### config.mk
export PLATFORM = sky130hd
export DESIGN_NAME = keypad_scanner
export DESIGN_NICKNAME = d
export VERILOG_FILES = /design/src/rtl/keypad_pkg.sv /design/src/rtl/keypad_debounce.sv /design/src/rtl/keypad_scanner.sv
export SDC_FILE = /design/constraint.sdc
export NUM_CORES = 1
export LEC_CHECK = 0
export BUFFER_PORTS_ARGS = -buffer_cell sky130_fd_sc_hd__buf_2
export CAP_MARGIN = 20
export CORE_MARGIN = 4
export CORE_UTILIZATION = 45
export CTS_CLUSTER_SIZE = 16
export DETAILED_ROUTE_END_ITERATION = 10
export PLACE_DENSITY = 0.67
export REMOVE_ABC_BUFFERS = 1
export SLEW_MARGIN = 20
export SYNTH_ARGS = -nofsm -noshare
export SYNTH_HDL_FRONTEND = slang
export SYNTH_SLANG_ARGS = --single-unit
### constraint.sdc
create_clock -name clk -period 19.3 [get_ports clk]
set_clock_uncertainty 0.05 [all_clocks]
set_input_delay 4.825 -clock clk [delete_from_list [all_inputs] [get_ports clk]]
set_output_delay 4.825 -clock clk [all_outputs]
set_load 0.1 [all_outputs]
### src/rtl/keypad_pkg.sv
// Shared types and the key map for the 4x4 matrix keypad scanner.
package keypad_pkg;

  localparam logic [3:0] KEY_STAR = 4'hE;
  localparam logic [3:0] KEY_HASH = 4'hF;

  typedef enum logic [1:0] {
    RES_NONE,
    RES_KEY,
    RES_MULTI
  } res_kind_e;

  // One full-scan result; code is forced to 0 unless kind is RES_KEY so
  // that whole-struct equality is the debounce comparison.
  typedef struct packed {
    res_kind_e  kind;
    logic [3:0] code;
  } scan_res_t;

  typedef enum logic {
    ST_RELEASED,
    ST_PRESSED
  } key_state_e;

  function automatic logic [3:0] keymap(input logic [1:0] row_idx, input logic [1:0] col_idx);
    logic [3:0] code;
    code = 4'h0;
    case ({row_idx, col_idx})
      4'b00_00: code = 4'h1;
      4'b00_01: code = 4'h2;
      4'b00_10: code = 4'h3;
      4'b00_11: code = 4'hA;
      4'b01_00: code = 4'h4;
      4'b01_01: code = 4'h5;
      4'b01_10: code = 4'h6;
      4'b01_11: code = 4'hB;
      4'b10_00: code = 4'h7;
      4'b10_01: code = 4'h8;
      4'b10_10: code = 4'h9;
      4'b10_11: code = 4'hC;
      4'b11_00: code = KEY_STAR;
      4'b11_01: code = 4'h0;
      4'b11_10: code = KEY_HASH;
      4'b11_11: code = 4'hD;
      default:  code = 4'h0;
    endcase
    return code;
  endfunction

endpackage

### src/rtl/keypad_debounce.sv
// Scan-result debouncer: a result is accepted on the scan where it has been
// seen DEBOUNCE_SCANS times in a row. The accept pulse is combinational on
// the evaluation cycle so the scanner can register it once.
module keypad_debounce
  import keypad_pkg::*;
#(
  parameter int unsigned DEBOUNCE_SCANS = 20
) (
  input  logic      clk,
  input  logic      reset,
  input  logic      eval_i,
  input  scan_res_t res_i,
  output logic      acc_o,
  output scan_res_t acc_res_o
);

  localparam int unsigned    CW      = $clog2(DEBOUNCE_SCANS + 1);
  localparam logic [CW-1:0]  CNT_MAX = CW'(DEBOUNCE_SCANS);

  scan_res_t     prev_q, prev_d;
  logic [CW-1:0] cnt_q, cnt_d;

  // Compare against the previous result, count matches, pulse on reaching the limit.
  always_comb begin
    prev_d = prev_q;
    cnt_d  = cnt_q;
    acc_o  = 1'b0;
    if (eval_i) begin
      if (res_i == prev_q) begin
        if (cnt_q != CNT_MAX) begin
          cnt_d = cnt_q + 1'b1;
          acc_o = (cnt_d == CNT_MAX);
        end
      end else begin
        prev_d = res_i;
        cnt_d  = CW'(1);
      end
    end
  end

  assign acc_res_o = res_i;

  // Previous-result and match-count registers.
  always_ff @(posedge clk) begin
    if (reset) begin
      prev_q <= '{kind: RES_NONE, code: 4'h0};
      cnt_q  <= '0;
    end else begin
      prev_q <= prev_d;
      cnt_q  <= cnt_d;
    end
  end

endmodule

### src/rtl/keypad_scanner.sv
// 4x4 keypad scanner: column walk, per-scan row capture, debounce, press FSM
// and a 4-digit decimal entry buffer.
module keypad_scanner
  import keypad_pkg::*;
#(
  parameter int unsigned SCAN_TICKS     = 100_000,
  parameter int unsigned DEBOUNCE_SCANS = 20
) (
  input  logic       clk,
  input  logic       reset,
  input  logic [3:0] row,
  output logic [3:0] col,
  output logic [3:0] key_code,
  output logic       key_valid,
  output logic       key_held,
  output logic [3:0] digit3,
  output logic [3:0] digit2,
  output logic [3:0] digit1,
  output logic [3:0] digit0
);

  localparam int unsigned   DW         = $clog2(SCAN_TICKS);
  localparam logic [DW-1:0] DWELL_LAST = DW'(SCAN_TICKS - 1);

  logic [3:0]       row_s1_q, row_s2_q;
  logic [DW-1:0]    dwell_q, dwell_d;
  logic [1:0]       col_idx_q, col_idx_d;
  logic [3:0]       col_q, col_d;
  logic [15:0]      rec_q, rec_d, rec_full;
  logic             tc, eval;
  logic [4:0]       hits;
  logic [1:0]       hit_r, hit_c;
  scan_res_t        res, acc_res;
  logic             acc;
  key_state_e       state_q, state_d;
  logic [3:0]       code_q, code_d;
  logic             valid_q, valid_d;
  logic [3:0][3:0]  dig_q, dig_d;

  assign tc   = (dwell_q == DWELL_LAST);
  assign eval = tc && (col_idx_q == 2'd3);

  // Column walk and per-scan record; record bit {row,col} is set when that
  // intersection read low. The evaluated scan includes the current capture.
  always_comb begin
    dwell_d   = dwell_q + 1'b1;
    col_idx_d = col_idx_q;
    col_d     = col_q;
    rec_full  = rec_q;
    rec_d     = rec_q;
    if (tc) begin
      dwell_d   = '0;
      col_idx_d = col_idx_q + 2'd1;
      col_d     = {col_q[2:0], col_q[3]};
      for (int unsigned r = 0; r < 4; r++) begin
        if (!row_s2_q[r]) rec_full[{r[1:0], col_idx_q}] = 1'b1;
      end
      rec_d = eval ? '0 : rec_full;
    end
  end

  // Classify the completed scan as NONE, a single key, or MULTI.
  always_comb begin
    hits  = 5'd0;
    hit_r = 2'd0;
    hit_c = 2'd0;
    for (int unsigned i = 0; i < 16; i++) begin
      if (rec_full[i]) begin
        hits  = hits + 5'd1;
        hit_r = i[3:2];
        hit_c = i[1:0];
      end
    end
    if (hits == 5'd0)      res = '{kind: RES_NONE,  code: 4'h0};
    else if (hits == 5'd1) res = '{kind: RES_KEY,   code: keymap(hit_r, hit_c)};
    else                   res = '{kind: RES_MULTI, code: 4'h0};
  end

  keypad_debounce #(
    .DEBOUNCE_SCANS(DEBOUNCE_SCANS)
  ) u_debounce (
    .clk       (clk),
    .reset     (reset),
    .eval_i    (eval),
    .res_i     (res),
    .acc_o     (acc),
    .acc_res_o (acc_res)
  );

  // Press FSM and entry buffer, acting only on accepted results.
  always_comb begin
    state_d = state_q;
    code_d  = code_q;
    valid_d = 1'b0;
    dig_d   = dig_q;
    if (acc && acc_res.kind == RES_KEY &&
        (state_q == ST_RELEASED || acc_res.code != code_q)) begin
      state_d = ST_PRESSED;
      code_d  = acc_res.code;
      valid_d = 1'b1;
      if (acc_res.code <= 4'd9)          dig_d = {dig_q[2:0], acc_res.code};
      else if (acc_res.code == KEY_STAR) dig_d = '0;
    end else if (acc && acc_res.kind != RES_KEY) begin
      state_d = ST_RELEASED;
    end
  end

  // All state registers, with synchronous reset.
  always_ff @(posedge clk) begin
    if (reset) begin
      row_s1_q  <= '1;
      row_s2_q  <= '1;
      dwell_q   <= '0;
      col_idx_q <= '0;
      col_q     <= 4'b1110;
      rec_q     <= '0;
      state_q   <= ST_RELEASED;
      code_q    <= '0;
      valid_q   <= 1'b0;
      dig_q     <= '0;
    end else begin
      row_s1_q  <= row;
      row_s2_q  <= row_s1_q;
      dwell_q   <= dwell_d;
      col_idx_q <= col_idx_d;
      col_q     <= col_d;
      rec_q     <= rec_d;
      state_q   <= state_d;
      code_q    <= code_d;
      valid_q   <= valid_d;
      dig_q     <= dig_d;
    end
  end

  assign col       = col_q;
  assign key_code  = code_q;
  assign key_valid = valid_q;
  assign key_held  = (state_q == ST_PRESSED);
  assign digit3    = dig_q[3];
  assign digit2    = dig_q[2];
  assign digit1    = dig_q[1];
  assign digit0    = dig_q[0];

endmodule

# Word-level counts from Yosys, hierarchy flattened
# Memory sizes are Yosys's and may differ from the RTL's.
# Index checks and enable logic that the tools add are counted.
# totals
romBits,64
register_bits,80
mem_count,1
latchBits,0
in_bits,6
mem_bits_rw,0
output_inout_bits,26
word_cells,149
# classes
mul,0
n_mux,72
n_reduce_logical,16
n_eq_ne,11
shift,0
div,0
bitwise,6
add_sub_neg,18
magnitude_cmp,9
# mem_list
name,words,width,read_ports,rd_clocked_by_memory_dff,wr,line,rtl
(name not given),16,4,1,0,0,keypad_pkg.sv:28,"case ({row_idx, col_idx})"
# ops
op,n
$mux 16,11
$mux 5,17
$add 5x1->5 const B,16
$mux 2,25
$add 17x1->17 const B,1
$eq 17x17->1 const B,1
$or 16x12->16,1
$or 16x16->16,1
$or 16x4->16,1
$or 16x8->16,1
$mux 1,13
$mux 6,2
$lt 4x5->1 const B,2
$demux 1 s2,4
$ge 4x1->1 const B,2
$logic_and 1x1->1,8
$eq 6x6->1,1
$reduce_and 2->1,3
$eq 5x1->1 const B,1
$eq 5x5->1 const B,1
$logic_not 5->1,1
$lt 2x5->1 const B,1
$lt 3x5->1 const B,1
$ne 5x5->1 const B,1
14 further kinds,16

# Depth between registers and ports, before layout
# Gate-level depths: netlist of the first run.
# logic_depth
word_depth,56
depth_mapped,66
ltp_nobuf,62

# Cells and area by module
# Synthesis of the first run repeated with hierarchy kept, for this count alone.
# hier_totals
hier_cells,667
hier_area_um2,5689.2
# by_module_without_submodules
module,seq_area_each_um2,cells_per_inst,instances,area_each_um2
keypad_scanner,1381.3,592,1,5001.0
keypad_debounce,220.2,75,1,688.2

# Worst setup path before layout of the first run
# OpenSTA, ideal clock, no wires.
# synth_path
path_type,reg-to-reg
startpoint,register dwell_q[0]
endpoint,register code_q[0] (netlist: key_code[0])
setup_ps,121
period_less_slack_ps,11657
n_path_buf,3
t_required_ps,19129
t_arrival_ps,11486
setup_slack_ps,7643
stages_incl_launch_ff,65
cell_sequence,dfxtp_1 > ha_1 > and4_1 > buf_2 > nand4_1 > clkbuf_1 > nor2_1 > a21oi_1 > ha_1 > clkbuf_1 > inv_1 > a221oi_1 > o32ai_1 > a22oi_1 > nor2b_4 > inv_1 > ha_1 > mux2i_1 > (+29 left out) > ha_1 > nand2_1 > o21ai_0 > ha_1 > nand2_1 > o221ai_1 > ha_1 > nand2_1 > nand2_1 > ha_1 > nor4b_1 > a31oi_1 > mux2_4 > xnor2_1 > or4_4 > a32o_2 > nor3_4 > mux2_2
# synth_via
elab_chain_len,41
word_cells_on_any_way,74
classes_between,add/sub (15); eq/ne (5); mux (48); reduce/logical (5); memory (1)
# synth_lines
element,line,rtl
"start, declared",keypad_scanner.sv:26,"logic [DW-1:0] dwell_q, dwell_d;"
"start signal, assigned",keypad_scanner.sv:124,dwell_q <= dwell_d;
$eq 17x17->1 (*),keypad_scanner.sv:40,assign tc = (dwell_q == DWELL_LAST);
$mux 16,keypad_scanner.sv:51,if (tc) begin
$mux 1,keypad_scanner.sv:68,if (rec_full[i]) begin
$add 5x1->5,keypad_scanner.sv:69,hits = hits + 5'd1;
$mux 5,keypad_scanner.sv:68,
$add 5x1->5,keypad_scanner.sv:69,
$mux 5,keypad_scanner.sv:68,
$add 5x1->5,keypad_scanner.sv:69,
(+24 left out),n/a,
$mux 5,keypad_scanner.sv:68,
$eq 5x1->1,keypad_scanner.sv:75,"else if (hits == 5'd1) res = '{kind: RES_KEY, code: keymap(hit_r, hit_c)};"
$mux 6,keypad_scanner.sv:75,
$mux 6,keypad_scanner.sv:74,"if (hits == 5'd0) res = '{kind: RES_NONE, code: 4'h0};"
$eq 6x6->1,keypad_debounce.sv:29,if (res_i == prev_q) begin
$mux 1,keypad_debounce.sv:29,
$mux 1,keypad_debounce.sv:28,if (eval_i) begin
$logic_and 1x1->1 (2 in series),keypad_scanner.sv:96,if (acc && acc_res.kind == RES_KEY &&
"end signal, assigned",keypad_scanner.sv:129,code_q <= code_d;
"end, declared",keypad_scanner.sv:36,"logic [3:0] code_q, code_d;"
# Mark *: on every way between the ends. The rest lies on a longest branch, timed or not.
# A chain may end at the register's enable or synchronous reset.

# Worst setup path in the final report of the first run
# layout_path
startpoint,register dwell_q[0]
endpoint,register dig_q (netlist bit digit0[1])
# layout_via
elab_chain_len,42
word_cells_on_any_way,79
classes_between,add/sub (15); order compare (1); eq/ne (6); mux (49); reduce/logical (7); memory (1)
# layout_lines
element,line,rtl
$eq 17x17->1 (*),keypad_scanner.sv:40,
$mux 16,keypad_scanner.sv:51,
$mux 1,keypad_scanner.sv:68,
$add 5x1->5,keypad_scanner.sv:69,
$mux 5,keypad_scanner.sv:68,
$add 5x1->5,keypad_scanner.sv:69,
$mux 5,keypad_scanner.sv:68,
$add 5x1->5,keypad_scanner.sv:69,
(+25 left out),n/a,
$eq 5x1->1,keypad_scanner.sv:75,
$mux 6,keypad_scanner.sv:75,
$mux 6,keypad_scanner.sv:74,
$eq 6x6->1,keypad_debounce.sv:29,
$mux 1,keypad_debounce.sv:29,
$mux 1,keypad_debounce.sv:28,
$logic_and 1x1->1 (2 in series),keypad_scanner.sv:96,
$reduce_and 2->1 (no source line),n/a,
"end signal, assigned",keypad_scanner.sv:131,dig_q <= dig_d;
"end, declared",keypad_scanner.sv:38,"logic [3:0][3:0] dig_q, dig_d;"
# Marks and branches as above.

==> metrics.csv, run 1 <==
metric;value;unit
post-CTS sizing;0;
top post-synthesis cells by area;dfxtp_1 27%, ha_1 5.9%, a21oi_1 5.6%;
CTS Buffer Depth;2;
DR vias;5423;
CP most frequent cell;ha_1;
WL final;14320;um
worst skew pair latency;0.33;ns
routability cong.;0.8964;
critical path endpoint category;flip-flop;
TNS Setup;0;ns
Worst Path Required;19.47;ns
EDFF count, synth;0;
leakage;2.599;nW
Synth Area per Inst;7.964;sq um
Layout Cells excl Fill;935;
Initial Utilization;46.58;%
Worst Path Arrival;13.61;ns
part of the cycle the worst path needs;69.61;%
share of layout cells above drive strength 1;12.58;%
CTS Root Cell;clkbuf_16;
post-synthesis sequential area ratio;26.92;%
Synth Area in Simple Gates;25.93;%
xor/xnor share of the synthesized area;12.45;%
critical path's largest stage delay;0.83;ns
Total Power;418.6;uW
most common cell in the synthesized netlist;dfxtp_1;
max cap viols;0;
Final Cell Area;0.006461;sq mm
Cell Area, Placed;0.006193;sq mm
post-synthesis compound-gate area fraction;21.98;%
RSZ-0062 raised after global routing;false;
Final Hold Viols;0;
relative max-transition margin;42.63;%
io pins;32;
CTS Hold Bufs;0;
Worst R2R Setup Slack;5.86;ns
Synth Cell Area;0.005949;sq mm
cell taking the most area after synthesis;dfxtp_1;
Synth async-reset ratio;0;%
Worst-path clk slew;0.06;ns
critical path launch point type;flip-flop;
Crit Path Category;flip-flop to flip-flop;
GRT Overall Usage;19.90;%
Placed Cells;919;
Post-Synthesis Cells;747;
Ant. Diodes;0;
start of the worst register-to-register path;dwell_q[0];
Post-DP HPWL;10340;um
outcome;completed;
final setup vio count;0;
synth unique cells;83;
chip width;123.0;um
final net count;792;
Post-CTS Setup Bufs;0;
worst hold-check path type;flip-flop to flip-flop;
standard-cell rows;41;
global-route wire length before repair;24810;um
total core area;0.01277;sq mm
largest net degree at the start of global routing;54;
Area Growth Syn to Fin;8.602;%
synth cell count leaders;80 x dfxtp_1, 70 x nand2_1, 67 x nor2_1;
synth warn;0;
Crit-path slowest cell;or4_1;
H-tree levels;3;
TritonRoute pass-1 iters;5;
Yosys reg bits;80;
largest family of logic cells by synthesized area;simple AND/OR/NAND/NOR gates;
Worst Path Buf+Inv;6;
min-delay src;row_s1_q[0];
Reg2Reg Depth;61;
gr ovfl total;0;
Worst Tran Pin Value;0.8605;ns
CTS buffer count;9;
PortBufs;31;
routed len/inst;15.32;um
mux cell area share after synthesis;2.187;%
drt first-iter violations;287;
drt drc;0;
clk sink count;80;
Peak VDD IR;63.74;uV
TritonCTS clock tree;built;
crit-path leading delay family;simple AND/OR/NAND/NOR gates;
RR Endpoint;digit0[1];
Hold Path Cell Cnt;1;
Die H;123.0;um
antenna violations before repair;0;
Main synth FF type;dfxtp_1;
Slew Viols, Final;0;
Pwr Density;64.79;mW/mm^2
Die ar.;0.01512;sq mm
Via-to-Cell Ratio;5.800;
Worst Hold End;row_s2_q[0];
DRT antenna net count;0;
Fmax;0.07443;GHz
post-layout min period;13.44;ns
vias in the first global route;5274;
crit path max fanout;17;
post-synthesis adder-cell area fraction;5.889;%
area share of the largest cell type after synthesis;26.92;%
fin util;50.58;%
==> layout by cell type, fill, tap and decap left out, types with 4 or more instances in the layout <==
cell	n
dfxtp_1	80
nand2_1	70
nor2_1	67
a21oi_1	66
o21ai_0	45
nand3_1	42
inv_1	32
xnor2_1	31
buf_2	31
ha_1	28
xor2_1	21
nor3_1	18
nand2b_1	13
or2_2	13
a31oi_1	11
nand4_1	10
nor2b_1	10
clkbuf_16	9
a21o_1	8
and3_1	8
mux2i_1	7
o21a_1	7
o21ai_1	6
or4_1	6
xnor3_1	5
or3_1	5
and4_1	4
nor3b_1	4
o32ai_1	4
mux2_2	4
buf_4	4
==> area by class of cell <==
| class | count | area [sq um] |
|---|---|---|
| multi-input cells | 600 | 4071 |
| clock inverters | 3 | 17.52 |
| inverters | 32 | 120.1 |
| flip-flops and latches | 80 | 1602 |
| fillers | 1216 | 6312 |
| repair buffers | 35 | 185.2 |
| well taps | 172 | 215.2 |
| clock buffers | 13 | 250.2 |
==> worst register-to-register path: cells and delay by family, from the launching register on <==
family	cells	cell delay, ns
AOI/OAI and AO/OA	19	3.28
buffers and inverters	6	0.57
and+or+nand+nor	19	4.21
adders and majority gates	14	4.12
muxes	2	0.53
xor gates and xnor gates	1	0.20
DFF	1	0.37
==> per-stage QoR <==
| stage | worst slack, ns | hold WS [ns] |
|---|---|---|
| after floorplan | 7.031 | 0.3395 |
| after global placement | 6.611 | 0.3430 |
| after detailed placement | 6.011 | 0.3437 |
| after CTS | 5.928 | 0.3577 |
| after global routing | 4.668 | 0.3672 |
| final | 5.865 | 0.3559 |
==> cells by family after synthesis <==
logic type | count (synthesis)
AOI/OAI and AO/OA | 202
xor gates and xnor gates | 66
adders and majority gates | 28
buffers and inverters | 67
DFF | 80
muxes | 12
and+or+nand+nor | 292
==> worst max path at each step <==
stage,from,to,slack (ns),cells after the start
2_1_floorplan,dwell_q[0],digit0[1],7.03,61
3_3_place_gp,dwell_q[0],key_code[0],6.61,61
3_5_place_dp,dwell_q[0],digit0[1],6.01,61
4_1_cts,dwell_q[0],key_code[0],5.93,61
5_1_grt,dwell_q[0],digit0[1],4.67,61
6_report,dwell_q[0],digit0[1],5.86,61
==> power breakdown <==
| part | internal [mW] | switching, mW |
|---|---|---|
| combinational | 0.0312 | 0.0644 |
| sequential | 0.167 | 0.00219 |
| clock | 0.0902 | 0.0631 |
==> registers in the layout, summed over array words and instances, names as in the netlist <==
signal	flops
row_s2_q	4
col	4
row_s1_q	4
digit2	4
u_debounce.prev_q	6
digit0	4
key_valid	1
key_held	1
key_code	4
digit1	4
rec_q	16
col_idx_q	2
dwell_q	17
u_debounce.cnt_q	5
digit3	4
==> metal layers <==
layer	vias up	global-route usage, %	part of all wire (%)
met1	2546	26.43	46
met5	-	0	0
met2	140	33.52	48
li1	2715	-	-
met3	22	1.693	4.1
met4	0	7.889	1.9
Power figures use the tool's default switching activity.
==> run 2, diff against run 1 <==
==> constraint.sdc (replaced) <==
create_clock -name clk -period 13.9 [get_ports clk]
set_clock_uncertainty 0.05 [all_clocks]
set_input_delay 3.475 -clock clk [delete_from_list [all_inputs] [get_ports clk]]
set_output_delay 3.475 -clock clk [all_outputs]
set_load 0.1 [all_outputs]
==> run 2 against run 1 <==
  * Sequential power grew 39%
  * Utilization grew 0.41 points
  * Clock-buffer cell count shrank 2
  * Register-to-register slack lost 4.7 ns
  * Routed wire length grew 0.73%
==> metrics.csv, run 2 (synthesis gave the netlist of run 1 again) <==
metric;value;unit;change
outcome;completed;;
Internal;419.8;uW;+45%
Multi-input gate area;0.004085;sq mm;+0.34%
CTS Hold Bufs;0;;unchanged
total core area;0.01277;sq mm;unchanged
Worst Path Arrival;12.91;ns;-0.70 ns
clk sink count;80;;unchanged
CP most frequent cell;ha_1;;
Slew Viols, Final;0;;unchanged
worst hold-check path type;flip-flop to flip-flop;;
H-tree levels;3;;unchanged
crit-path leading delay family;adder cells;;
clock network fraction of total power;39.2;%;+2.6 points
crit path max fanout;22;;+5
switching part of the total;30.69;%;-0.29 points
Ant. Diodes;0;;unchanged
Crit path depth;62;;+1.6%
chip width;123.0;um;unchanged
DR vias;5424;;+0.018%
critical path's largest stage delay;0.50;ns;-0.33 ns
Initial Utilization;46.58;%;unchanged
share of layout cells above drive strength 1;13.48;%;+0.90 points
Reg power frac;38.9;%;-1.6 points
drt first-iter violations;382;;+33%
Worst Path Required;14.07;ns;-5.40 ns
max cap viols;0;;unchanged
gr ovfl total;0;;unchanged
largest net degree at the start of global routing;54;;unchanged
Worst-path clk slew;0.06;ns;about the same
Fmax;0.07854;GHz;+5.5%
part of the cycle the worst path needs;91.60;%;+22 points
post-layout min period;12.73;ns;-0.7024 ns
layout filler cell count;1210;;-0.49%
Cell Area, Placed;0.006201;sq mm;+0.12%
post-CTS sizing;0;;unchanged
fin util;50.99;%;+0.41 points
critical path endpoint category;flip-flop;;
DRT antenna net count;0;;unchanged
TNS Setup;0;ns;unchanged
WL final;14430;um;+0.73%
io pins;32;;unchanged
most common cell after layout, fill and taps aside;dfxtp_1;;
Largest register FFs;17;;unchanged
RSZ-0062 raised after global routing;false;;
Worst Tran Pin Value;0.8485;ns;-0.01204 ns
final net count;793;;+0.13%
Pwr Density;92.99;mW/mm^2;+44%
final setup vio count;0;;unchanged
antenna violations before repair;0;;unchanged
Via-to-Cell Ratio;5.795;;about the same
routed len/inst;15.41;um;+0.62%
Post-CTS Setup Bufs;0;;unchanged
Area Growth Syn to Fin;9.485;%;
vias in the first global route;5254;;-0.38%
Final Cell Area;0.006514;sq mm;+0.81%
CTS buffer count;9;;unchanged
routability cong.;0.8969;;about the same
most flop-heavy register;dwell_q;;
TritonCTS clock tree;built;;
Die ar.;0.01512;sq mm;unchanged
largest registers;dwell_q: 17 flops, rec_q: 16 flops, u_debounce.prev_q: 6 flops;;
worst skew pair latency;0.33;ns;about the same
relative max-transition margin;43.43;%;+0.80 points
most frequent cells in the layout;80 x dfxtp_1, 70 x nand2_1, 67 x nor2_1;;
register area;0.001602;sq mm;unchanged
P_sw;185.9;uW;+43%
Final Hold Viols;0;;unchanged
Reg2Reg Depth;62;;+1.6%
Combinational Power Share;21.9;%;-0.9 points
Die H;123.0;um;unchanged
Crit Path Category;flip-flop to flip-flop;;
CTS Root Cell;clkbuf_16;;
drt drc;0;;unchanged
GRT Overall Usage;19.77;%;-0.12 points
Worst Path Buf+Inv;7;;+1
TritonRoute pass-1 iters;5;;unchanged
Post-DP HPWL;10460;um;+1.2%
leakage;2.621;nW;+0.83%
Crit-path slowest cell;ha_2;;
Peak VDD IR;117.3;uV;+84%
CTS Buffer Depth;2;;unchanged
PortBufs;31;;unchanged
Total Power;605.7;uW;+45%
standard-cell rows;41;;unchanged
critical path launch point type;flip-flop;;
Hold Path Cell Cnt;1;;unchanged
global-route wire length before repair;24700;um;-0.47%
==> run 2: cell count changes in the layout (fill, tap and decap cells not counted), sizes merged <==
cell,previous run,this run
clkbuf,13,11
buf,35,36
bufinv,0,1
clkinv,2,3
==> run 2: layout make-up <==
type,instances,area share (%)
clock buffers,11,3.726
clock inverters,5,0.8644
inverters,32,1.844
multi-input cells,600,62.72
flip-flops and latches,80,24.59
well taps,172,3.304
repair buffers,36,2.958
==> run 2: worst paths after layout <==
| kind | slack [ns] | startpoint | to |
|---|---|---|---|
| setup / recovery | 1.17 | dwell_q[0] | key_code[0] |
| hold / removal | 0.36 | row_s1_q[0] | row_s2_q[0] |
| setup reg to reg | 1.17 | dwell_q[0] | key_code[0] |
| hold reg to reg | 0.36 | row_s1_q[0] | row_s2_q[0] |
==> run 2: worst register-to-register path, delay by kind of cell (launching register included) <==
kind | cells | cell delay (ns)
flops | 1 | 0.38
buf+inv | 7 | 0.74
fa+ha+maj | 14 | 4.11
mux | 3 | 0.89
compound gates | 19 | 3.29
simple gates | 18 | 2.99
xor+xnor | 1 | 0.17
==> run 2: metrics by stage <==
step	hold WS, ns	instances	setup WS (ns)
3_5_place_dp	0.3480	920	1.112
3_3_place_gp	0.3437	920	1.737
6_report	0.3609	936	1.167
4_1_cts	0.3632	936	1.052
5_1_grt	0.3777	936	0.07227
2_1_floorplan	0.3395	712	1.631
==> run 2: power by group through the flow <==
stage	Sequential, mW	Combinational [mW]	Clock (mW)
2_1_floorplan	0.240	0.0971	0
3_3_place_gp	0.240	0.125	0
3_5_place_dp	0.241	0.130	0
4_1_cts	0.235	0.131	0.240
5_1_grt	0.236	0.148	0.250
6_report	0.236	0.133	0.237
==> run 2: routing by layer <==
| metal | vias to the layer above | share of wire (%) | track usage (%) |
|---|---|---|---|
| met4 | 0 | 1.8 | 7.336 |
| met3 | 18 | 3.7 | 2.333 |
| met1 | 2553 | 47 | 25.96 |
| li1 | 2701 | - | - |
| met5 | - | 0 | 0 |
| met2 | 152 | 48 | 33.45 |
